## config.mk

```make
export PLATFORM = sky130hd
export DESIGN_NAME = log_divider_pipe
export DESIGN_NICKNAME = d
export VERILOG_FILES = /design/src/rtl/log_div_pkg.sv /design/src/rtl/lod_norm.sv /design/src/rtl/log_divider_pipe.sv
export SDC_FILE = /design/constraint.sdc
export NUM_CORES = 1
export LEC_CHECK = 0
export CORE_UTILIZATION = 40
export DETAILED_ROUTE_END_ITERATION = 10
export HOLD_SLACK_MARGIN = 0.08
export PLACE_DENSITY = 0.66
export SLEW_MARGIN = 10
export SYNTH_ARGS = -nofsm -noshare
export SYNTH_HDL_FRONTEND = slang
export SYNTH_HIERARCHICAL = 1
export SYNTH_SLANG_ARGS = --single-unit
export TNS_END_PERCENT = 1
```

## constraint.sdc

```tcl
create_clock -name clk -period 4.19 [get_ports clk]
set_input_delay 1.257 -clock clk [delete_from_list [all_inputs] [get_ports clk]]
set_output_delay 1.257 -clock clk [all_outputs]
set_load 0.02 [all_outputs]
```

## src/rtl/log_div_pkg.sv

```systemverilog
// Shared width helpers, default configuration and flag types for the
// pipelined Mitchell log-domain divider.
package log_div_pkg;

   function automatic int clog2_f(input int v);
      int r;
      r = 0;
      for (int i = 0; i < 31; i++) begin
         if ((1 << i) < v) r = i + 1;
      end
      return r;
   endfunction

   // Bits needed to hold a leading-one position 0..w-1.
   function automatic int kw_f(input int w);
      return (w < 2) ? 1 : clog2_f(w);
   endfunction

   // Signed log-difference width: covers +/-(max(dw,yw) * 2^fw) with a sign bit.
   function automatic int lw_f(input int dw, input int yw, input int fw);
      int mx;
      mx = (dw > yw) ? dw : yw;
      return clog2_f(mx + 1) + fw + 1;
   endfunction

   localparam int DW_DEF = 64;
   localparam int YW_DEF = 32;
   localparam int FW_DEF = 8;
   localparam int QW_DEF = 8;
   localparam int QF_DEF = 8;
   localparam int LW_DEF = lw_f(DW_DEF, YW_DEF, FW_DEF);

   typedef struct packed {
      logic zx;
      logic zy;
   } zflags_t;

endpackage

```

## src/rtl/lod_norm.sv

```systemverilog
// Leading-one detector with normalised fraction: reports the top set bit of
// val_i and the FW bits just below it, zero-padded on the right.
module lod_norm
   import log_div_pkg::*;
#(
   parameter int W  = 64,
   parameter int FW = 8,
   localparam int KW = kw_f(W)
) (
   input  logic [W-1:0]  val_i,
   output logic [KW-1:0] k_o,
   output logic [FW-1:0] f_o,
   output logic          zero_o
);

   // cand[p] is the fraction that results if the leading one sits at bit p.
   logic [FW-1:0] cand [W];

   for (genvar gi = 0; gi < W; gi++) begin : g_pos
      logic [FW-1:0] c;
      for (genvar gj = 0; gj < FW; gj++) begin : g_bit
         if (gi - 1 - gj >= 0) begin : g_src
            assign c[FW-1-gj] = val_i[gi-1-gj];
         end else begin : g_pad
            assign c[FW-1-gj] = 1'b0;
         end
      end
      assign cand[gi] = c;
   end

   always_comb begin
      k_o = '0;
      f_o = '0;
      for (int i = 0; i < W; i++) begin
         if (val_i[i]) begin
            k_o = KW'(i);
            f_o = cand[i];
         end
      end
   end

   assign zero_o = ~|val_i;

endmodule

```

## src/rtl/log_divider_pipe.sv

```systemverilog
// Three-stage Mitchell-approximation divider q ~ X/Y * 2^QF with valid/ready
// flow control and full throughput under backpressure.
module log_divider_pipe
   import log_div_pkg::*;
#(
   parameter int DW = DW_DEF,
   parameter int YW = YW_DEF,
   parameter int FW = FW_DEF,
   parameter int QW = QW_DEF,
   parameter int QF = QF_DEF
) (
   input  logic            clk,
   input  logic            rst_n,
   input  logic            in_valid,
   output logic            in_ready,
   input  logic [DW/2-1:0] x_hi,
   input  logic [DW/2-1:0] x_lo,
   input  logic [YW-1:0]   y,
   output logic            out_valid,
   input  logic            out_ready,
   output logic [QW-1:0]   q,
   output logic            dz
);

   localparam int KXW = kw_f(DW);
   localparam int KYW = kw_f(YW);
   localparam int LW  = lw_f(DW, YW, FW);
   localparam int RW  = FW + 1 + QW;

   typedef struct packed {
      logic [KXW-1:0] kx;
      logic [FW-1:0]  fx;
      logic [KYW-1:0] ky;
      logic [FW-1:0]  fy;
      zflags_t        z;
   } s1_t;

   typedef struct packed {
      logic [LW-1:0] l;
      zflags_t       z;
   } s2_t;

   s1_t s1_d, s1_q;
   s2_t s2_d, s2_q;
   logic s1_valid_q, s2_valid_q, s3_valid_q;
   logic [QW-1:0] q_d, q_q;
   logic dz_d, dz_q;
   logic ready1, ready2, ready3;

   // A stage may load when it is empty or the stage after it can take its data.
   assign ready3   = ~s3_valid_q | out_ready;
   assign ready2   = ~s2_valid_q | ready3;
   assign ready1   = ~s1_valid_q | ready2;
   assign in_ready = ready1;

   lod_norm #(.W(DW), .FW(FW)) u_lod_x (
      .val_i  ({x_hi, x_lo}),
      .k_o    (s1_d.kx),
      .f_o    (s1_d.fx),
      .zero_o (s1_d.z.zx)
   );

   lod_norm #(.W(YW), .FW(FW)) u_lod_y (
      .val_i  (y),
      .k_o    (s1_d.ky),
      .f_o    (s1_d.fy),
      .zero_o (s1_d.z.zy)
   );

   always_comb begin
      s2_d.l = (LW'(s1_q.kx) << FW) - (LW'(s1_q.ky) << FW)
             + LW'(s1_q.fx) - LW'(s1_q.fy);
      s2_d.z = s1_q.z;
   end

   logic signed [LW-1:0] e_s, s_s, ns_s;
   logic [FW:0]          mant;
   logic [RW-1:0]        r;
   logic                 sat;

   always_comb begin
      e_s  = $signed(s2_q.l) >>> FW;
      s_s  = e_s + LW'(QF) - LW'(FW);
      ns_s = -s_s;
      mant = {1'b1, s2_q.l[FW-1:0]};
      r    = '0;
      if (!s_s[LW-1]) begin
         // Beyond QW the shifted mantissa cannot fit; force saturation.
         if (s_s > LW'(QW)) r = '1;
         else               r = RW'(mant) << s_s;
      end else if (ns_s <= LW'(FW)) begin
         r = RW'(mant) >> ns_s;
      end
      sat = |r[RW-1:QW];

      dz_d = 1'b0;
      q_d  = sat ? '1 : r[QW-1:0];
      if (s2_q.z.zy) begin
         dz_d = 1'b1;
         q_d  = '1;
      end else if (s2_q.z.zx) begin
         q_d  = '0;
      end
   end

   always_ff @(posedge clk or negedge rst_n) begin
      if (!rst_n) begin
         s1_valid_q <= 1'b0;
         s2_valid_q <= 1'b0;
         s3_valid_q <= 1'b0;
         q_q        <= '0;
         dz_q       <= 1'b0;
      end else begin
         if (ready1) s1_valid_q <= in_valid;
         if (ready2) s2_valid_q <= s1_valid_q;
         if (ready3) begin
            s3_valid_q <= s2_valid_q;
            if (s2_valid_q) begin
               q_q  <= q_d;
               dz_q <= dz_d;
            end
         end
      end
   end

   always_ff @(posedge clk) begin
      if (ready1 && in_valid)   s1_q <= s1_d;
      if (ready2 && s1_valid_q) s2_q <= s2_d;
   end

   assign out_valid = s3_valid_q;
   assign q         = q_q;
   assign dz        = dz_q;

endmodule
```

---- Word level (Yosys, flattened, before mapping) ----
Cells that the tools add are included.
word-level totals
  flip-flop bits (word level) ............. 59
  bits in latches ......................... 0
  bits in writable memories ............... 0
  bits in read-only memories .............. 0
  input port bits ......................... 100
  output and inout bits ................... 11
  logic and storage cells ................. 249
  memories ................................ 0
operators by class
  $add $sub $neg .......................... 6
  $mul .................................... 0
  div/mod/pow operators ................... 0
  order comparisons ....................... 2
  equal/unequal tests ..................... 0
  shifts and indexed selects .............. 2
  muxes and demuxes ....................... 193
  bitwise logic cells ..................... 6
  reductions and logical operators ........ 17
operators with widths
  kind                  count
  $mux 8                97
  $mux 5                32
  $mux 4                32
  $reduce_or 32->1      2
  $reduce_or 64->1      1
  $mux 17               3
  $mux 3                16
  $reduce_or 16->1      2
  $shl 9x16->17         1
  $shr 9x16->17         1
  $add 15x9->16         1
  $le 16x5->1 const B   1
  $mux 2                8
  $neg 10->16           1
  $reduce_or 8->1       2
  $sub 16x8->16         1
  $sub 14x13->15        1
  $gt 10x5->1 const B   1
  $sub 9x5->10 const B  1
  $add 8x5->9 const B   1
  $reduce_or 9->1       1
  $reduce_or 4->1       2
  $mux 1                5
  $reduce_or 2->1       2
  5 further kinds       11

---- Logic depth before layout (Yosys ltp) ----
Gate-level depths: netlist of run 1.
  word-level depth ........................ 63
  depth in mapped cells ................... 12
  mapped depth without buffers ............ 10

---- By module ----
The synthesis of run 1 kept the hierarchy.
modules (own cells, without submodules)
  module              times used  cells an instance  area an instance (sq um)  sequential area each (sq um)
  lod_norm (u_lod_x)  1           955                5,447.7                   0.0
  log_divider_pipe    1           345                3,703.6                   1,711.6
  lod_norm (u_lod_y)  1           425                2,403.6                   0.0

---- Worst setup path before layout of run 1 ----
Ideal clock, no wire load.
  kind .................................... register to register
  start point ............................. register s2_q, in the netlist e_s[0]
  end point ............................... register q_q[0] (netlist: q[0])
  setup time .............................. 0.134 ns
  data arrival time ....................... 2.923 ns
  setup slack ............................. 1.134 ns
  cell stages (with the launch flop) ...... 13
  cells stage by stage .................... edfxtp_1 > buf_2 > buf_2 > buf_1 > inv_1 > ha_1 > clkbuf_1 > mux2_2 > nand2_1 > o21ai_0 > mux2_2 > o21ai_0 > o211ai_2
on the way
  word-level cells in the longest chain between the ends .. 10
RTL lines
  element                                              line                                            text
  start, declared                                      log_divider_pipe.sv:44                          s2_t s2_d, s2_q;
  start signal, assigned                               log_divider_pipe.sv:128                         if (ready2 && s1_valid_q) s2_q <= s2_d;
  $add 8x5->9 *                                        log_divider_pipe.sv:83                          s_s = e_s + LW'(QF) - LW'(FW);
  $sub 9x5->10 *                                       log_divider_pipe.sv:83
  $neg 10->16                                          log_divider_pipe.sv:84                          ns_s = -s_s;
  $le 16x5->1 / $shr 9x16->17 (equally long branches)  log_divider_pipe.sv:91, log_divider_pipe.sv:92
  $mux 17                                              log_divider_pipe.sv:91                          end else if (ns_s <= LW'(FW)) begin
  $mux 17 *                                            log_divider_pipe.sv:87                          if (!s_s[LW-1]) begin
  $reduce_or 9->1                                      log_divider_pipe.sv:94                          sat = |r[RW-1:QW];
  $mux 8 *                                             log_divider_pipe.sv:97                          q_d = sat ? '1 : r[QW-1:0];
  $mux 8 *                                             log_divider_pipe.sv:101                         end else if (s2_q.z.zx) begin
  $mux 8 *                                             log_divider_pipe.sv:98                          if (s2_q.z.zy) begin
  end signal, assigned                                 log_divider_pipe.sv:119                         q_q <= q_d;
  end, declared                                        log_divider_pipe.sv:46                          logic [QW-1:0] q_d, q_q;
Every way passes the cells marked *; elsewhere a longest branch is shown, timed or not.
A chain may end at the register's enable or synchronous reset.

---- Worst setup path in the final report of run 1 ----
  start point ............................. input out_ready
  end point ............................... output in_ready
on the way
  word-level cells in the longest chain between the ends .. 3
RTL lines
  element          line                    text
  start, declared  log_divider_pipe.sv:20  input logic out_ready,
  $or 1x1->1       log_divider_pipe.sv:51  assign ready3 = ~s3_valid_q | out_ready;
  $or 1x1->1       log_divider_pipe.sv:52  assign ready2 = ~s2_valid_q | ready3;
  $or 1x1->1       log_divider_pipe.sv:53  assign ready1 = ~s1_valid_q | ready2;
  end, declared    log_divider_pipe.sv:15  output logic in_ready,
No other way between the ends.

==> results.txt, run 1 <==
Max_slew headroom - 43.9%
Place WS - 0.119 ns
RePlAce Congestion - 0.979
Max VDD drop - 0.237 mV
Fmax - 259 MHz
Yosys warns - 6
Pre-antenna DRT Iters - 6
Longest Clk Path Bufs - 2
Post-Syn Area - 11600 um2
Final wirelength - 45200 um
R2R setup slack - 0.98 ns
I/O Pins - 111
Seq/Total Area, Yosys - 14.8%
Post-synth net total - 1842
Core area - 28100 um2
Inserted Diodes - 0
Fin cells - 2197
Crit. Startpoint - out_ready
DR iter-0 viols - 2317
CP Max Fanout - 3
Post-layout min period - 3.86 ns
Largest net degree at the start of global routing - 30
Std-Cell Rows - 61
Worst slew pin tran - 0.842 ns
Total gr overflow - 0
Final Cell Area - 13800 um2
Cells after Synth - 1725
Max-cap viol count - 0
Ys flop type - edfxtp_1
Postcts setup bufs - 0
Hold WC Path Type - register to register
Cell Pwr Density - 229 nW/um2
Slowest CP cell - clkdlybuf4s50_1
Detail Route Antenna Nets - 0
Ys async rst share - 20.3%
Fill count - 2891
CTS tree - done
Cell type with the largest total area after synthesis - edfxtp_1
Setup crit end kind - output pin
Critical path buffers and inverters - 2
Inst Count DP - 2181
Post-synth EDFFs - 47
Die area - 29600 um2
Clock Skew - 0.00573 ns
Worst setup path end - in_ready
Clock sinks - 59
R2r startpoint - e_s[3]$_DFFE_PP_
Crit-path cells - clkdlybuf4s50_1, nor2b_1, nand3_1, clkdlybuf4s50_1
Leakage - 4.82 nW
Vias - 14788
Area Overhead vs Synth - 19.1%
Initial antenna violation count - 0
Critical path launch point type - input port
Root Driver - clkbuf_16
DRC - 0
Synth top area share - 12.2%
Die Height - 172 um
Global-route wire length before repair - 72200 um
Status - completed
Final hold vios - 0
Setup WS post-layout - 0.333 ns
Clock Latency Late Sink - 0.33 ns
Setup TNS - 0 ns
CTS H-tree lvls - 3
Final-report max-slew violation count - 0
Nets - 1931
R2R cell count - 9
CTS Hold Bufs - 0
Area post-placement - 13500 um2
Via density - 6.73
Critical path class - input port to output pin
Most frequent CP cell - clkdlybuf4s50_1
DP Wirelength - 34000 um
Share of layout cells above drive strength 1 - 12.6%
Post-CTS sizing - 0
Final period utilization - 92.0%
Mapped Avg Cell Area - 6.70 um2
Clk slew on worst S/H paths - 0.06 ns
Crit path max-delay family - buffers and inverters
Routed wire per std cell - 20.6 um
Total track usage - 30.1%
RSZ-0062 raised after global routing - no
Tot Pwr - 0.00315 W
Worst EP required - 2.93 ns
Register Area - 1710 um2
CP Depth - 4
Distinct cells, synth - 94
Endpoints failing setup - 0
Die Wd - 172 um
Port bufs - 110
Area occupied by multi-input gates - 8690 um2
Vias in the first global route - 13449
Synthesized flop and latch total - 59
CP peak stage delay - 0.58 ns
Leading post-synthesis cells by cell area - edfxtp_1 (12%), a21oi_1 (7.6%), nand2_1 (6.1%)
Initial Util - 41.1%
TritonCTS Buffers - 9
Arrival time worst endpoint - 2.60 ns
Reg-to-reg critical path endpoint - q[5]$_DFFE_PN0P_
-- cells in the mapped netlist (25+ instances only) --
| library cell | n |
|---|---|
| a21oi_1 | 175 |
| o211ai_1 | 52 |
| buf_2 | 40 |
| a211oi_1 | 25 |
| clkbuf_1 | 121 |
| edfxtp_1 | 47 |
| nand2b_1 | 34 |
| nor3_1 | 58 |
| nand2_1 | 188 |
| o2111ai_1 | 30 |
| o21ai_0 | 115 |
| o221ai_1 | 25 |
| nand3_1 | 42 |
| nor2b_1 | 32 |
| nor2_1 | 114 |
| inv_1 | 71 |
| a31oi_1 | 47 |
-- layer usage --
metal  vias to the layer above  track usage [%]  wire length, um
met2                       998             48.8            20500
met3                       132             2.93             3970
met4                         0             9.85             1510
met1                      6850             41.6            19300
met5                         -                0                0
li1                       6808                -                -
-- registers in the layout, summed over array words and instances, names as in the netlist --
name	cells
dz	1
e_s	8
mant	8
out_valid	1
q	8
s1_q	29
s1_valid_q	1
s2_q	2
s2_valid_q	1
-- cell usage in the layout, fill, tap and decap left out, types with 18 or more instances in the layout --
master | synthesis | final
o2111ai_1 | 30 | 30
o211ai_1 | 52 | 52
o21ai_0 | 115 | 115
a2111oi_0 | 18 | 18
nand2_1 | 188 | 188
nor2_1 | 114 | 114
o221ai_1 | 25 | 25
inv_1 | 71 | 71
nand3_1 | 42 | 42
nor2b_1 | 32 | 32
a211oi_1 | 25 | 25
o31ai_1 | 20 | 20
a21oi_1 | 175 | 175
edfxtp_1 | 47 | 47
nor3_1 | 58 | 58
inv_2 | 20 | 20
o21ai_1 | 19 | 19
clkdlybuf4s50_1 | 0 | 110
nand2b_1 | 34 | 34
buf_4 | 0 | 149
nand4_1 | 20 | 20
nor3b_1 | 20 | 20
nor4_1 | 19 | 19
o311ai_0 | 20 | 20
a31oi_1 | 47 | 47
a221oi_1 | 24 | 24
-- layout make-up --
| cell class | count | area share (%) |
|---|---|---|
| clock buffer | 9 | 1.64 |
| multi-input combinational | 1388 | 63.1 |
| clock inverter | 7 | 0.609 |
| sequential | 59 | 12.4 |
| tap | 378 | 3.44 |
| timing repair buffer | 259 | 16.1 |
| inverter | 97 | 2.64 |
-- worst min-delay path by stage --
stage                                 start           endpoint  slack [ns]  depth (start not counted)
after floorplan           s1_q[0]$_DFFE_PP_  s2_q[0]$_DFFE_PP_        0.40                          0
after global placement    s1_q[0]$_DFFE_PP_  s2_q[0]$_DFFE_PP_        0.42                          0
after detailed placement  s1_q[0]$_DFFE_PP_  s2_q[0]$_DFFE_PP_        0.42                          0
after CTS                 s1_q[0]$_DFFE_PP_  s2_q[0]$_DFFE_PP_        0.43                          0
after global routing      s1_q[0]$_DFFE_PP_  s2_q[0]$_DFFE_PP_        0.43                          0
final                     s1_q[0]$_DFFE_PP_  s2_q[0]$_DFFE_PP_        0.42                          0
-- per-stage QoR --
step                utilization [%]  hold WS [ns]
finish                         49.0         0.423
global route                   49.0         0.435
CTS                            49.0         0.433
detailed placement             47.9         0.418
global placement               47.9         0.420
floorplan                         -         0.400
-- power breakdown --
| part | leakage (nW) | switching [W] | internal [W] |
|---|---|---|---|
| combinational | 4.10 | 0.000930 | 0.000631 |
| sequential | 0.569 | 0.0000955 | 0.000727 |
| clock | 0.149 | 0.000296 | 0.000471 |
| total | 4.82 | 0.00132 | 0.00183 |
-- kinds of logic after synthesis --
group / count (synthesis) / synth area share (%)
compound gates: 716 / 42.7
simple gates: 617 / 26.7
buf+inv: 278 / 9.98
flops: 59 / 14.8
mux: 25 / 2.79
fa+ha+maj: 17 / 1.97
xor+xnor: 13 / 0.985
Note: power is estimated with default switching activity, not from simulation.
==> inputs of run 2 (changes only) <==
- MAX_ROUTING_LAYER: unset -> met4
- REMOVE_ABC_BUFFERS: unset -> 1
- clock period: 4.19 -> 4 ns (I/O delays scaled with it)
==> results.txt, run 2 (same netlist as run 1, synthesis figures left out) <==
Status - completed (unchanged)
Via density - 6.75 (was 6.73)
Clock sinks - 59 (unchanged)
Die Wd - 172 um (unchanged)
Critical path launch point type - input port (unchanged)
Setup TNS - 0 ns (unchanged)
Arrival time worst endpoint - 3.80 ns (was 2.60 ns)
TritonCTS Buffers - 9 (unchanged)
Fmax - 269 MHz
Worst EP required - 4.08 ns (was 2.93 ns)
RePlAce Congestion - 0.992 (was 0.979)
Most common cell after layout, fill and taps aside - nand2_1 (unchanged)
Post-layout min period - 3.72 ns
Final wirelength - 46100 um (was 45200 um)
Initial Util - 41.1% (unchanged)
CTS H-tree lvls - 3 (unchanged)
Max VDD drop - 0.271 mV (was 0.237 mV)
CTS tree - done (unchanged)
Core area - 28100 um2 (unchanged)
Root Driver - clkbuf_16 (unchanged)
Std-Cell Rows - 61 (unchanged)
Total gr overflow - 0 (unchanged)
Setup WS post-layout - 0.285 ns (was 0.333 ns)
Global-route wire length before repair - 72800 um (was 72200 um)
CP peak stage delay - 0.65 ns (was 0.58 ns)
DRC - 0 (unchanged)
Final core occ - 49.6% (was 49.0%)
Die area - 29600 um2 (unchanged)
P_sw - 0.00136 W (was 0.00132 W)
DR iter-0 viols - 2236 (was 2317)
Max-cap viol count - 0 (unchanged)
Max_slew headroom - 49.0% (was 43.9%)
Place WS - 0.00898 ns (was 0.119 ns)
Internal Dissipation - 0.00193 W (was 0.00183 W)
Seq pwr share - 25.8% (was 26.1%)
Area Overhead vs Synth - 20.6% (was 19.1%)
I/O Pins - 111 (unchanged)
Hold EP - s2_q[0]$_DFFE_PP_ (unchanged)
RSZ-0062 raised after global routing - no (unchanged)
Leakage - 4.93 nW (was 4.82 nW)
Largest register FFs - 29 (unchanged)
Postcts setup bufs - 0 (unchanged)
R2R setup slack - 0.79 ns (was 0.98 ns)
Port bufs - 110 (unchanged)
Clock Latency Late Sink - 0.33 ns (about the same)
Largest net degree at the start of global routing - 30 (unchanged)
Cell Pwr Density - 236 nW/um2 (was 229 nW/um2)
Share of layout cells above drive strength 1 - 13.8% (was 12.6%)
DP Wirelength - 35100 um (was 34000 um)
Hold depth - 0 (unchanged)
R2R cell count - 8 (was 9)
Clock power frac - 23.3% (was 24.3%)
Crit-path cells - clkdlybuf4s50_1, inv_2, o311a_1, a211oi_2, o211ai_1, a311oi_1, buf_4, o31ai_1, a221o_1 (was clkdlybuf4s50_1, nor2b_1, nand3_1, clkdlybuf4s50_1)
Worst slew pin tran - 0.758 ns (was 0.842 ns)
CTS Hold Bufs - 0 (unchanged)
Final hold vios - 0 (unchanged)
Routed wire per std cell - 20.8 um (was 20.6 um)
Most frequent cells in the layout - nand2_1 (188), a21oi_1 (175), buf_4 (173) (was nand2_1 (188), a21oi_1 (175), buf_4 (149))
Fill count - 2815 (was 2891)
Post-CTS sizing - 0 (unchanged)
Initial antenna violation count - 0 (unchanged)
Reg-to-reg critical path endpoint - q[1]$_DFFE_PN0P_ (was q[5]$_DFFE_PN0P_)
Clock Skew - 0.00730 ns (was 0.00573 ns)
Die Height - 172 um (unchanged)
Final period utilization - 92.9%
Detail Route Antenna Nets - 0 (unchanged)
Sw frac - 41.4% (was 41.9%)
Biggest register - s1_q (unchanged)
Inserted Diodes - 0 (unchanged)
Worst hold path startpoint - s1_q[0]$_DFFE_PP_ (unchanged)
Slowest CP cell - clkdlybuf4s50_1 (unchanged)
Vias in the first global route - 13229 (was 13449)
Longest Clk Path Bufs - 2 (unchanged)
Final-report max-slew violation count - 0 (unchanged)
Vias - 14988 (was 14788)
Endpoints failing setup - 0 (unchanged)
Combinational Power Share - 50.9% (was 49.5%)
Total track usage - 31.3% (was 30.1%)
R2r startpoint - e_s[0]$_DFFE_PP_ (was e_s[3]$_DFFE_PP_)
Critical path class - input port to register (was input port to output pin)
Hold WC Path Type - register to register (unchanged)
Nets - 1955 (was 1931)
Setup crit end kind - register (was output pin)
Clk slew on worst S/H paths - 0.06 ns (about the same)
Pre-antenna DRT Iters - 8 (was 6)
CP Max Fanout - 9 (was 3)
Tot Pwr - 0.00329 W (was 0.00315 W)
## run 2: per-stage QoR
step / hold WS [ns] / instance area [um2] / cells
2_1_floorplan: 0.400 / 10800 / 1544
3_3_place_gp: 0.402 / 13600 / 2205
3_5_place_dp: 0.405 / 13600 / 2205
4_1_cts: 0.417 / 13900 / 2221
5_1_grt: 0.424 / 13900 / 2221
6_report: 0.416 / 13900 / 2221
## run 2: worst max-delay path by stage
stage / from / to / slack, ns / cells after the start
finish: x_lo[28] / s1_q[17]$_DFFE_PP_ / 0.28 / 9
detailed placement: x_lo[27] / s1_q[17]$_DFFE_PP_ / 0.009 / 8
global placement: x_lo[27] / s1_q[17]$_DFFE_PP_ / 0.009 / 8
CTS: out_ready / in_ready / 0.34 / 4
floorplan: e_s[0]$_DFFE_PP_ / q[0]$_DFFE_PN0P_ / 1.17 / 8
global route: x_lo[28] / s1_q[19]$_DFFE_PP_ / 0.18 / 8
## run 2: power groups by stage
stage / Combinational, W / Sequential [W] / Clock, W
4_1_cts: 0.00163 / 0.000848 / 0.000779
3_5_place_dp: 0.00163 / 0.000860 / 0
6_report: 0.00167 / 0.000849 / 0.000765
2_1_floorplan: 0.000828 / 0.000874 / 0
5_1_grt: 0.00181 / 0.000860 / 0.000809
3_3_place_gp: 0.00162 / 0.000855 / 0
## run 2: routing by layer
layer  wire, um  GRT usage (%)  vias up
met5          0              -        -
met4       1280           7.70        0
met3       4280           3.27      141
met2      20600           48.5     1011
met1      19900           43.4     6985
li1           -              -     6851
## run 2: area by class of cell
type / instances / area [um2] / area share (%)
inverter: 97 / 364 / 2.61
clock buffer: 9 / 225 / 1.62
sequential: 59 / 1710 / 12.3
multi-input combinational: 1388 / 8690 / 62.3
timing repair buffer: 283 / 2400 / 17.2
tap: 378 / 473 / 3.39
clock inverter: 7 / 76.3 / 0.548
## run 2: critical path, delay by kind of cell
family	cells	cell delay, ns
compound gates	6	1.62
buf+inv	3	0.97
